**config.mk**
```make
export PLATFORM = sky130hd
export DESIGN_NAME = axi_read_burst_ctrl
export DESIGN_NICKNAME = d
export VERILOG_FILES = /design/src/rtl/axi_read_burst_ctrl.sv
export SDC_FILE = /design/constraint.sdc
export NUM_CORES = 1
export LEC_CHECK = 0
export CORE_MARGIN = 2
export CORE_UTILIZATION = 35
export CTS_BUF_LIST = sky130_fd_sc_hd__clkbuf_8
export DETAILED_ROUTE_END_ITERATION = 10
export GPL_TIMING_DRIVEN = 0
export SYNTH_ARGS = -nofsm -noshare
export SYNTH_HDL_FRONTEND = slang
export SYNTH_SLANG_ARGS = --single-unit
```
**constraint.sdc**
```tcl
create_clock -name clk -period 9.4 [get_ports clk]
set_input_delay 1.88 -clock clk [delete_from_list [all_inputs] [get_ports clk]]
set_output_delay 1.88 -clock clk [all_outputs]
set_load 0.02 [all_outputs]
```
**src/rtl/axi_read_burst_ctrl.sv**
```systemverilog
// rtl/axi_read_burst_ctrl.sv - AXI read burst issuer with outstanding-burst limit
module axi_read_burst_ctrl #(
    parameter int C_ADDR_WIDTH      = 64,
    parameter int C_XFER_WIDTH      = 32,
    parameter int C_BURST_LEN       = 64,
    parameter int C_BYTES_PER_BEAT  = 64,
    parameter int C_MAX_OUTSTANDING = 16
) (
    input  logic                    clk,
    input  logic                    rst_n,
    input  logic                    ctrl_start,
    input  logic [C_ADDR_WIDTH-1:0] ctrl_addr,
    input  logic [C_XFER_WIDTH-1:0] ctrl_xfer_beats,
    output logic                    ctrl_busy,
    output logic                    ctrl_done,
    output logic                    m_axi_arvalid,
    input  logic                    m_axi_arready,
    output logic [C_ADDR_WIDTH-1:0] m_axi_araddr,
    output logic [7:0]              m_axi_arlen,
    input  logic                    m_axi_rvalid,
    input  logic                    m_axi_rready,
    input  logic                    m_axi_rlast,
    output logic [7:0]              outstanding
);

    localparam int BURST_BYTES = C_BURST_LEN * C_BYTES_PER_BEAT;
    localparam int ALIGN_BITS  = $clog2(BURST_BYTES);
    localparam logic [C_ADDR_WIDTH-1:0] ALIGN_MASK  = {C_ADDR_WIDTH{1'b1}} << ALIGN_BITS;
    localparam logic [C_ADDR_WIDTH-1:0] ADDR_STEP   = C_ADDR_WIDTH'(BURST_BYTES);
    localparam logic [C_XFER_WIDTH-1:0] BURST_BEATS = C_XFER_WIDTH'(C_BURST_LEN);
    localparam logic [7:0]              MAX_OUT     = 8'(C_MAX_OUTSTANDING);

    typedef enum logic [1:0] {
        IDLE  = 2'd0,
        ISSUE = 2'd1,
        DRAIN = 2'd2,
        DONE  = 2'd3
    } state_t;

    state_t                  state;
    state_t                  state_next;
    logic [C_XFER_WIDTH-1:0] beats_left;
    logic [C_XFER_WIDTH-1:0] cur_beats;
    logic [C_XFER_WIDTH-1:0] beats_after;
    logic [C_ADDR_WIDTH-1:0] addr_q;
    logic [7:0]              arlen_q;
    logic [7:0]              out_cnt;
    logic                    ar_fire;
    logic                    rlast_fire;
    logic                    slot_free;

    // arlen for the burst that starts with b beats still unissued
    function automatic logic [7:0] len_of(input logic [C_XFER_WIDTH-1:0] b);
        if (b == '0) begin
            return 8'd0;
        end else if (b >= BURST_BEATS) begin
            return 8'(C_BURST_LEN - 1);
        end else begin
            return 8'(b - C_XFER_WIDTH'(1));
        end
    endfunction

    assign cur_beats   = (beats_left >= BURST_BEATS) ? BURST_BEATS : beats_left;
    assign beats_after = beats_left - cur_beats;
    // Limit decision uses the registered count, so a freed slot is usable next cycle
    assign slot_free   = (out_cnt < MAX_OUT);
    assign ar_fire     = m_axi_arvalid & m_axi_arready;
    // RLAST with nothing in flight is stray and must not underflow the counter
    assign rlast_fire  = m_axi_rvalid & m_axi_rready & m_axi_rlast & (out_cnt != 8'd0);

    assign m_axi_araddr = addr_q;
    assign m_axi_arlen  = arlen_q;
    assign outstanding  = out_cnt;

    // State register
    always_ff @(posedge clk) begin
        if (!rst_n) begin
            state <= IDLE;
        end else begin
            state <= state_next;
        end
    end

    // Next-state and control outputs; arvalid depends only on registered state,
    // so it stays stable while waiting for arready
    always_comb begin
        state_next    = state;
        m_axi_arvalid = 1'b0;
        ctrl_busy     = (state != IDLE);
        ctrl_done     = 1'b0;
        case (state)
            IDLE: begin
                if (ctrl_start) begin
                    state_next = (ctrl_xfer_beats == '0) ? DONE : ISSUE;
                end
            end
            ISSUE: begin
                m_axi_arvalid = slot_free && (beats_left != '0);
                if (m_axi_arvalid && m_axi_arready && (beats_after == '0)) begin
                    state_next = DRAIN;
                end
            end
            DRAIN: begin
                if (out_cnt == 8'd0) begin
                    state_next = DONE;
                end
            end
            DONE: begin
                ctrl_done  = 1'b1;
                state_next = IDLE;
            end
            default: state_next = IDLE;
        endcase
    end

    // Burst address/length/remaining-beat bookkeeping and outstanding counter
    always_ff @(posedge clk) begin
        if (!rst_n) begin
            addr_q     <= '0;
            arlen_q    <= 8'd0;
            beats_left <= '0;
            out_cnt    <= 8'd0;
        end else begin
            if (state == IDLE && ctrl_start) begin
                addr_q     <= ctrl_addr & ALIGN_MASK;
                beats_left <= ctrl_xfer_beats;
                arlen_q    <= len_of(ctrl_xfer_beats);
            end else if (ar_fire) begin
                addr_q     <= addr_q + ADDR_STEP;
                beats_left <= beats_after;
                arlen_q    <= len_of(beats_after);
            end
            if (ar_fire && !rlast_fire) begin
                out_cnt <= out_cnt + 8'd1;
            end else if (rlast_fire && !ar_fire) begin
                out_cnt <= out_cnt - 8'd1;
            end
        end
    end

endmodule

```
==> run_results.csv <==
group,metric,value,unit
yosys,yosys_warnings,0,
cells_and_area,multi_input_area,4179,sq um
floorplan,chipWidth,140.7,um
cells_and_area,instances_no_fill,1265,
placement,placed_area,8466,sq um
cells_and_area,final_common_cell,"clkdlybuf4s50_1",
critical_path,cp_max_fo,10,
clock_network,cts_root_buffer,"clkbuf_8",
hold_path,hp-class,"flip-flop to flip-flop",
placement,io_buffers,160,
hold_path,hold-path-cell-count,1,
critical_path,r2r_setup_slack,4150,ps
timing,finalMaxSlewViolations,0,
critical_path,crit_required,9740,ps
clock_network,cts_htree_levels,3,
floorplan,core_area,18150,sq um
clock_network,insertion_delay,410,ps
critical_path,cp-end-kind,"flip-flop",
cells_and_area,final_nets,1151,
run_status,status,"complete, no violations",
pwr,p_sw,1.103,mW
drt,ant_nets,0,
yosys,async_flop_share,0,%
cells_and_area,diodes,0,
yosys,yosys_register_bits,102,
critical_path,cp_common_cell,"a21oi_1",
grt,antenna_found_initial,0,
hold_path,min_delay_worst_endpoint,"m_axi_arlen[6]",
yosys,syn_avg_cell_area,7.699,sq um
pwr,seq_power_share,31.1,%
timing,relSlewSlack,29.99,%
floorplan,start_util,36.02,%
timing,tns,0,ps
critical_path,worstSetupPathType,"input pin to flip-flop",
timing,setup_viol,0,
clock_network,cts_resized,0,
clock_network,cts_tree,"built",
critical_path,r2r-start,"beats_left[16]",
flow_run,cap_viol_max_count,0,
timing,fin_skew,18.34,ps
grt,grt_use_total,22.46,%
pwr,power.density,271.3,nW/um^2
yosys,syn_area,6536,sq um
clock_network,clk_pin_slew,110,ps
timing,hold_ws,496.3,ps
yosys,synth_edf_count,0,
timing,period_needed,5695,ps
grt,grt-ovfl-total,0,
timing,fmaxAchievable,0.1756,GHz
placement,dpl.hpwl,17250,um
critical_path,reg2regPathDepth,22,
cells_and_area,layout_common_cells,"clkdlybuf4s50_1 (160), nor2_1 (107), dfxtp_1 (102)",
critical_path,critPathLaunchType,"input pin",
cells_and_area,areaGrowthSynthToFinish,32.45,%
pwr,p_clk_share,12.3,%
yosys,ys_seq_area_share,31.24,%
pwr,ir_drop,210.8,uV
drt,routedWlPerCell,17.91,um
yosys,ys.flop_type,"dfxtp_1",
drt,drt_iter0_markers,570,
grt,grt_pass1_wl,35390,um
timing,hold_viol,0,
floorplan,rows,49,
clock_network,cts_buffers,9,
critical_path,critical_path.cell_chain,"clkdlybuf4s50_1 -> inv_1 -> or3_1 -> buf_2 -> inv_2 -> buf_2 -> buf_1 -> ha_1 -> inv_1 -> ha_1 -> a21o_1 -> a21oi_1 -> o21bai_1 -> a21oi_1 -> o21bai_1 -> a21oi_1 -> xnor2_1 -> or3_1 -> a21oi_1",
clock_network,cts.sinks,102,
drt,drt-vias-per-instance,5.430,
cells_and_area,final_cell_area,8657,sq um
placement,finalWeightedCongestion,0.9134,
critical_path,r2r-end,"outstanding[7]",
pwr,internal-power,1.245,mW
clock_network,clockBufferDepth,2,
pwr,p_comb_share,56.6,%
critical_path,slowest_stage,"buf_1",
grt,grt_max_degree,19,
hold_path,hold_start,"m_axi_arlen[6]",
clock_network,ctsHoldBuffers,0,
drt,wirelength,22660,um
timing,fin_crit_sh,60.59,%
floorplan,io-pin-count,186,
critical_path,max_stage_delay,460,ps
drt,vias,6869,
floorplan,dieArea,19780,sq um
placement,placed_cells_incl_taps,1249,
cells_and_area,regArea,2042,sq um
critical_path,critPathArrivalTime,6030,ps
cells_and_area,layout-drive-gt1-share,5.888,%
drt,drc,0,
timing,rsz0062_at_grt,"false",
clock_network,cts_setup_buffers,0,
grt,grt_pass1_vias,6430,
floorplan,die_h,140.7,um
pwr,p_leak,3.005,nW
yosys,synthesis.instances,849,
drt,firstDrtPassIters,5,
timing,worst_pin_slew,1042,ps
pwr,swShare,46.98,%
yosys,synth_cell_type_count,66,
cells_and_area,nFillCells,1870,
final cells by class:
cell class	count	share of cell area (%)
Tap cell	229	3.310
Sequential cell	102	23.59
Timing Repair Buffer	160	18.50
Buffer	58	3.165
Multi-Input combinational cell	678	48.27
Clock inverter	6	0.6215
Inverter	22	0.9539
Clock buffer	10	1.590
how the worst max path moves through the flow:
stage / cells after the start / to / slack (ps) / startpoint
floorplan: 18 / outstanding[7] / 4410 / m_axi_arready
global placement: 19 / outstanding[7] / 3290 / m_axi_arready
detailed placement: 19 / outstanding[7] / 3290 / m_axi_arready
CTS: 19 / outstanding[7] / 3700 / m_axi_arready
global route: 19 / outstanding[7] / 3460 / m_axi_arready
finish: 19 / outstanding[7] / 3700 / m_axi_arready
registers in the layout, indices dropped and copies added (netlist names):
signal and cells:
m_axi_araddr 52, beats_left 32, m_axi_arlen 8, outstanding 8, state 2
routing by layer:
metal / up-vias / GRT usage [%] / routed length [um]
met5: - / 0 / 0
met4: 0 / 6.947 / 388
met3: 22 / 3.125 / 1106
met2: 187 / 35.04 / 10160
met1: 3274 / 32.20 / 11000
li1: 3386 / - / -
Yosys cell counts, types with 9 or more instances:
library cell / count / area [sq um]
nor2_1: 107 / 401.6
nand3_1: 22 / 110.1
ha_1: 16 / 200.2
nor4_1: 22 / 137.6
xnor2_1: 52 / 455.4
clkbuf_1: 33 / 123.9
xor2_1: 33 / 289.0
and4_1: 11 / 96.34
o21ai_0: 55 / 275.3
nand4_1: 18 / 112.6
nand2_1: 70 / 262.8
or3_1: 21 / 131.4
dfxtp_1: 102 / 2042
buf_4: 12 / 90.09
and3_1: 11 / 68.82
a211oi_1: 31 / 232.7
buf_2: 9 / 45.04
inv_1: 20 / 75.07
a21oi_1: 72 / 360.4
nor3_1: 26 / 130.1
cells by family (layout without fill, tap and decap cells):
| kind of cell | after synthesis | in the layout | synth area share, % |
|---|---|---|---|
| simple gates | 346 | 346 | 27.32 |
| other cells | 2 | 13 | 0.1149 |
| compound gates | 211 | 211 | 20.16 |
| flops | 102 | 102 | 31.24 |
| buf+inv | 80 | 256 | 5.456 |
| fa+ha+maj | 17 | 17 | 3.369 |
| mux | 6 | 6 | 0.9571 |
| xor+xnor | 85 | 85 | 11.39 |
critical path, delay by kind of cell:
family	cells	cell delay [ps]
buf+inv	7	1660
compound gates	7	1110
simple gates	2	660
fa+ha+maj	2	600
xor+xnor	1	90
through the flow:
step	worst slack [ps]	utilization (%)	total power [mW]
global placement	3285	46.65	2.047
global route	3463	47.70	2.513
CTS	3696	47.70	2.348
detailed placement	3289	46.65	2.051
floorplan	4414	-	1.582
finish	3705	47.70	2.349
power groups by stage:
| stage | Sequential [mW] | Clock (mW) | Combinational [mW] |
|---|---|---|---|
| after floorplan | 0.807 | 0 | 0.776 |
| after global placement | 0.736 | 0 | 1.31 |
| after detailed placement | 0.735 | 0 | 1.32 |
| after CTS | 0.728 | 0.294 | 1.33 |
| after global routing | 0.752 | 0.315 | 1.45 |
| final | 0.730 | 0.289 | 1.33 |
No activity file was read; power rests on OpenSTA's default activity.
